--- src/rtl/multi_lane_checker_pkg.sv ---
// Shared constants and helpers for the multi-lane behavioural-vs-structural checker.
// Provides default widths, the lane-result encoding and the lane-index width helper.
package checker_pkg;

  localparam int DEF_CHANNELS   = 4;
  localparam int DEF_DATA_WIDTH = 8;
  localparam int DEF_CNT_WIDTH  = 8;
  localparam int DEF_TIME_WIDTH = 16;

  // Per-lane compare result; both error bits may be set together.
  localparam logic [1:0] MATCH     = 2'b00;
  localparam logic [1:0] DATA_ERR  = 2'b01;
  localparam logic [1:0] VALID_ERR = 2'b10;

  function automatic int clog2(input int value);
    int r;
    r = 0;
    for (int i = 0; i < 31; i++) begin
      if ((1 << i) < value) r = i + 1;
    end
    return r;
  endfunction

  function automatic int chan_w(input int channels);
    return (clog2(channels) < 1) ? 1 : clog2(channels);
  endfunction

endpackage

--- src/rtl/multi_lane_checker_lane.sv ---
// One compared lane: input registers, valid/data compare, saturating error counter, sticky flag.
// lane_err is combinational from the registered inputs so the top can capture in the same cycle.
module checker_lane
  import checker_pkg::*;
#(
  parameter int DATA_WIDTH = DEF_DATA_WIDTH,
  parameter int CNT_WIDTH  = DEF_CNT_WIDTH,
  parameter int QUALIFY    = 1
) (
  input  logic                  clk,
  input  logic                  reset,
  input  logic                  enable,
  input  logic                  clear,
  input  logic [DATA_WIDTH-1:0] data_c,
  input  logic [DATA_WIDTH-1:0] data_e,
  input  logic                  valid_c,
  input  logic                  valid_e,
  output logic                  check_data,
  output logic                  check_valid,
  output logic                  sticky,
  output logic [CNT_WIDTH-1:0]  err_count,
  output logic                  lane_err,
  output logic [DATA_WIDTH-1:0] data_c_q,
  output logic [DATA_WIDTH-1:0] data_e_q
);

  logic [DATA_WIDTH-1:0] data_c_r;
  logic [DATA_WIDTH-1:0] data_e_r;
  logic                  valid_c_r;
  logic                  valid_e_r;
  logic [1:0]            result;

  always_ff @(posedge clk) begin
    if (reset) begin
      data_c_r  <= '0;
      data_e_r  <= '0;
      valid_c_r <= 1'b0;
      valid_e_r <= 1'b0;
    end else begin
      data_c_r  <= data_c;
      data_e_r  <= data_e;
      valid_c_r <= valid_c;
      valid_e_r <= valid_e;
    end
  end

  always_comb begin
    result = MATCH;
    if (valid_c_r != valid_e_r) result = result | VALID_ERR;
    if ((data_c_r != data_e_r) && ((QUALIFY == 0) || (valid_c_r && valid_e_r)))
      result = result | DATA_ERR;
  end

  assign lane_err = enable && (result != MATCH);

  always_ff @(posedge clk) begin
    if (reset || !enable) begin
      check_data  <= 1'b1;
      check_valid <= 1'b1;
    end else begin
      check_data  <= (result & DATA_ERR) == MATCH;
      check_valid <= (result & VALID_ERR) == MATCH;
    end
  end

  // Counts error cycles, not error kinds: a cycle failing both checks adds one.
  always_ff @(posedge clk) begin
    if (reset || clear) begin
      err_count <= '0;
      sticky    <= 1'b0;
    end else if (lane_err) begin
      sticky <= 1'b1;
      if (err_count != '1) err_count <= err_count + CNT_WIDTH'(1);
    end
  end

  assign data_c_q = data_c_r;
  assign data_e_q = data_e_r;

endmodule

--- config.mk ---
export PLATFORM = sky130hd
export DESIGN_NAME = checker_lane
export DESIGN_NICKNAME = d
export VERILOG_FILES = /design/src/rtl/multi_lane_checker_pkg.sv /design/src/rtl/multi_lane_checker_lane.sv
export SDC_FILE = /design/constraint.sdc
export NUM_CORES = 1
export LEC_CHECK = 0
export CAP_MARGIN = 10
export CELL_PAD_IN_SITES_DETAIL_PLACEMENT = 0
export CELL_PAD_IN_SITES_GLOBAL_PLACEMENT = 1
export CORE_MARGIN = 2
export CORE_UTILIZATION = 30
export CTS_BUF_LIST = sky130_fd_sc_hd__clkbuf_4
export CTS_CLUSTER_DIAMETER = 30
export DETAILED_ROUTE_END_ITERATION = 10
export PLACE_DENSITY = 0.83
export REMOVE_ABC_BUFFERS = 1
export SYNTH_ARGS = -nofsm -noshare
export SYNTH_HDL_FRONTEND = slang
export SYNTH_SLANG_ARGS = --single-unit
--- constraint.sdc ---
create_clock -name clk -period 2.8 [get_ports clk]
set_clock_uncertainty 0.1 [all_clocks]
set_input_delay 0.42 -clock clk [delete_from_list [all_inputs] [get_ports clk]]
set_output_delay 0.42 -clock clk [all_outputs]
set_load 0.02 [all_outputs]
==> flow_summary_export.csv <==
group,metric,value,unit
layout,drive_above_1_share,11.6,%
critical_path,cp_top_family,"flip-flops",
clocking,cts_buffer_depth,2,
yosys,synth-edff-count,0,
yosys,post_synth_inst_count,110,
route,vias,986,
min_path,holdCritPathClass,"flip-flop to flip-flop",
layout,num_antenna_cells,0,
clocking,cts_tree,"done",
sta,period_share,79.8,%
floorplanning,dieWidth,65.1,um
yosys,yosys.cell_count.top_type,"dfxtp_1",
place,port_buffers,49,
floorplanning,row_count,22,
place,place_area,1660,um2
route,drc,0,
sta,timing.slew.headroom,36.1,%
place,dp_hpwl,1850,um
power_and_ir_drop,power_switching,208,uW
layout,n_fill_cell,369,
power_and_ir_drop,swShare,21.1,%
yosys,syn_area_per_cell,10.2,um2
critical_path,required,2.28,ns
route,ant_nets,0,
floorplanning,boundaryPins,50,
power_and_ir_drop,p_int,777,uW
clocking,ctsHtreeMaxLevel,2,
clocking,cts_root_buf,"clkbuf_4",
sta,finalSetupViolCount,0,
critical_path,critPathCaptureType,"output port",
run_status,status,"completed",
critical_path,startpoint_type,"flip-flop",
yosys,yosysUniqueCellTypes,29,
floorplanning,dieArea,4240,um2
yosys,synth_top_area_share,51.8,%
critical_path,path_cells,"xnor2_1, nand4_1, o211ai_1, and2_1, inv_1, dlymetal6s2s_1",
yosys,synth_flop_cell,"dfxtp_1",
sta,hold_viol_final,0,
sta,post-route-min-period,2.23,ns
clocking,worst_setup_hold_path_clk_slew,0.09,ns
route,routed_wirelength,2350,um
sta,setup_tns,0,ns
global_routing,grt_pass1_vias,936,
sta,rsz0062_at_grt,"false",
route,wl_per_cell,11.1,um
power_and_ir_drop,comb_power_share,12.7,%
route,vias_per_cell,4.65,
critical_path,cp_slowest_cell,"dfxtp_1",
power_and_ir_drop,p_leak,0.629,nW
route,drt_iter0_drc,50,
clocking,cts_buffers,5,
layout,area_growth_syn_to_layout,57.9,%
sta,max_freq,448,MHz
clocking,cts_hold_buf,0,
power_and_ir_drop,design_power_total,986,uW
critical_path,critPathMaxStageDelay,0.37,ns
global_routing,antenna_found_initial,0,
critical_path,worstPathBufferInverterCount,2,
global_routing,grt_max_degree,23,
power_and_ir_drop,pwr-share-seq,44.5,%
job,cap_violations,0,
floorplanning,start_util,30.8,%
yosys,yosys-top-cells-count,"dfxtp_1 (29), nor2b_1 (18), xnor2_1 (8), a21oi_1 (7), nand4_1 (7)",
global_routing,grt_usage,12.6,%
yosys,ys_seq_elements,29,
sta,final_max_slew_viol_count,0,
floorplanning,dieHeight,65.1,um
yosys,synth.area.top_cells,"dfxtp_1 (52%), nor2b_1 (10%), xnor2_1 (6.3%), nand4_1 (3.9%), a21oi_1 (3.1%)",
place,gp_congestion,0.800,
yosys,yosys.area.top_type,"dfxtp_1",
yosys,synth.cell_area,1120,um2
global_routing,grt_overflow,0,
global_routing,grt_pass1_wl,3990,um
floorplanning,coreArea,3630,um2
power_and_ir_drop,p_clk_share,42.8,%
critical_path,timing_worst_setup_path_type,"flip-flop to output port",
critical_path,crit_arrival,1.71,ns
yosys,ys_seq_area_share,51.8,%
sta,tightest_slew,0.950,ns
yosys,synth-async-reset-ratio,0,%
yosys,ys_warn_count,0,
power_and_ir_drop,p_per_area,558,nW/um2
layout,nets,187,
clocking,clock_sinks,29,
critical_path,crit_fanout,4,
layout,fin_area,1770,um2
clocking,insertion_delay,0.32,ns
power_and_ir_drop,ir_worst_vdd,0.296,mV
route,dr.pass1.iters,4,
kinds of logic (layout without fill, tap and decap cells):
family / Yosys count / count (layout) / share of synthesized area (%)
AO/OA/AOI/OAI: 21 / 21 / 13.5
XOR/XNOR: 8 / 8 / 6.26
adder cells (fa/ha/maj): 2 / 2 / 2.23
buffers and inverters: 8 / 62 / 2.68
flip-flops: 29 / 29 / 51.8
AND/OR/NAND/NOR: 42 / 42 / 23.5
registers in the layout, indices dropped and copies added, names as in the netlist:
signal	flops
valid_c_r	1
sticky	1
data_c_q	8
check_data	1
check_valid	1
valid_e_r	1
err_count	8
data_e_q	8
stage by stage:
step | util, % | hold WS, ns | instances | setup WS [ns]
finish | 48.7 | 0.377 | 212 | 0.566
global route | 48.7 | 0.408 | 212 | 0.304
CTS | 48.6 | 0.384 | 212 | 0.157
detailed placement | 45.8 | 0.361 | 204 | 0.354
global placement | 45.8 | 0.353 | 204 | 0.374
floorplan | - | 0.392 | 106 | 0.997
layout by cell type, fill, tap and decap left out, types with 2 or more instances in the layout:
cell and n:
a21oi_1 7, bufinv_16 2, clkbuf_4 5, clkdlybuf4s50_1 48
dfxtp_1 29, ha_1 2, inv_1 3, nand2_1 2
nand4_1 7, nor2_1 2, nor2b_1 18, o21ai_0 6
or2_2 3, or3_1 2, or3_2 2, xnor2_1 8
layout make-up:
cell class / count / area (um2) / share of cell area (%)
Sequential cell: 29 / 581 / 32.8
Clock inverter: 3 / 65.1 / 3.68
Tap cell: 48 / 60.1 / 3.40
Clock buffer: 5 / 37.5 / 2.12
Multi-Input combinational cell: 73 / 509 / 28.8
Inverter: 4 / 15.0 / 0.849
Timing Repair Buffer: 50 / 500 / 28.3
path summary, 6_finish.rpt:
kind                     from           end  slack (ns)  cells after the start
hold reg to reg        sticky        sticky        0.38                      1
hold / removal         sticky        sticky        0.38                      1
setup / recovery  data_c_q[1]      lane_err        0.57                      6
setup reg to reg  data_c_q[1]  err_count[3]        0.74                      5
per-layer routing:
| layer | vias to the layer above | GRT usage (%) | part of all wire (%) |
|---|---|---|---|
| met5 | - | 0 | 0 |
| li1 | 493 | - | - |
| met4 | 0 | 4.95 | 1.2 |
| met2 | 44 | 22.4 | 49 |
| met1 | 446 | 12.9 | 41 |
| met3 | 3 | 5.65 | 9.0 |
power by group through the flow:
stage          registers [mW]  clock network, mW  logic (mW)
2_1_floorplan           0.465                  0      0.0379
3_3_place_gp            0.448                  0       0.126
3_5_place_dp            0.449                  0       0.126
4_1_cts                 0.439              0.437       0.127
5_1_grt                 0.441              0.457       0.135
6_report                0.439              0.422       0.125
what timing repair did:
item,in CTS,in global routing
resized for setup,0,1
setup buffers,0,0
setup endpoints to repair,0,1
No activity file was read; power rests on OpenSTA's default activity.
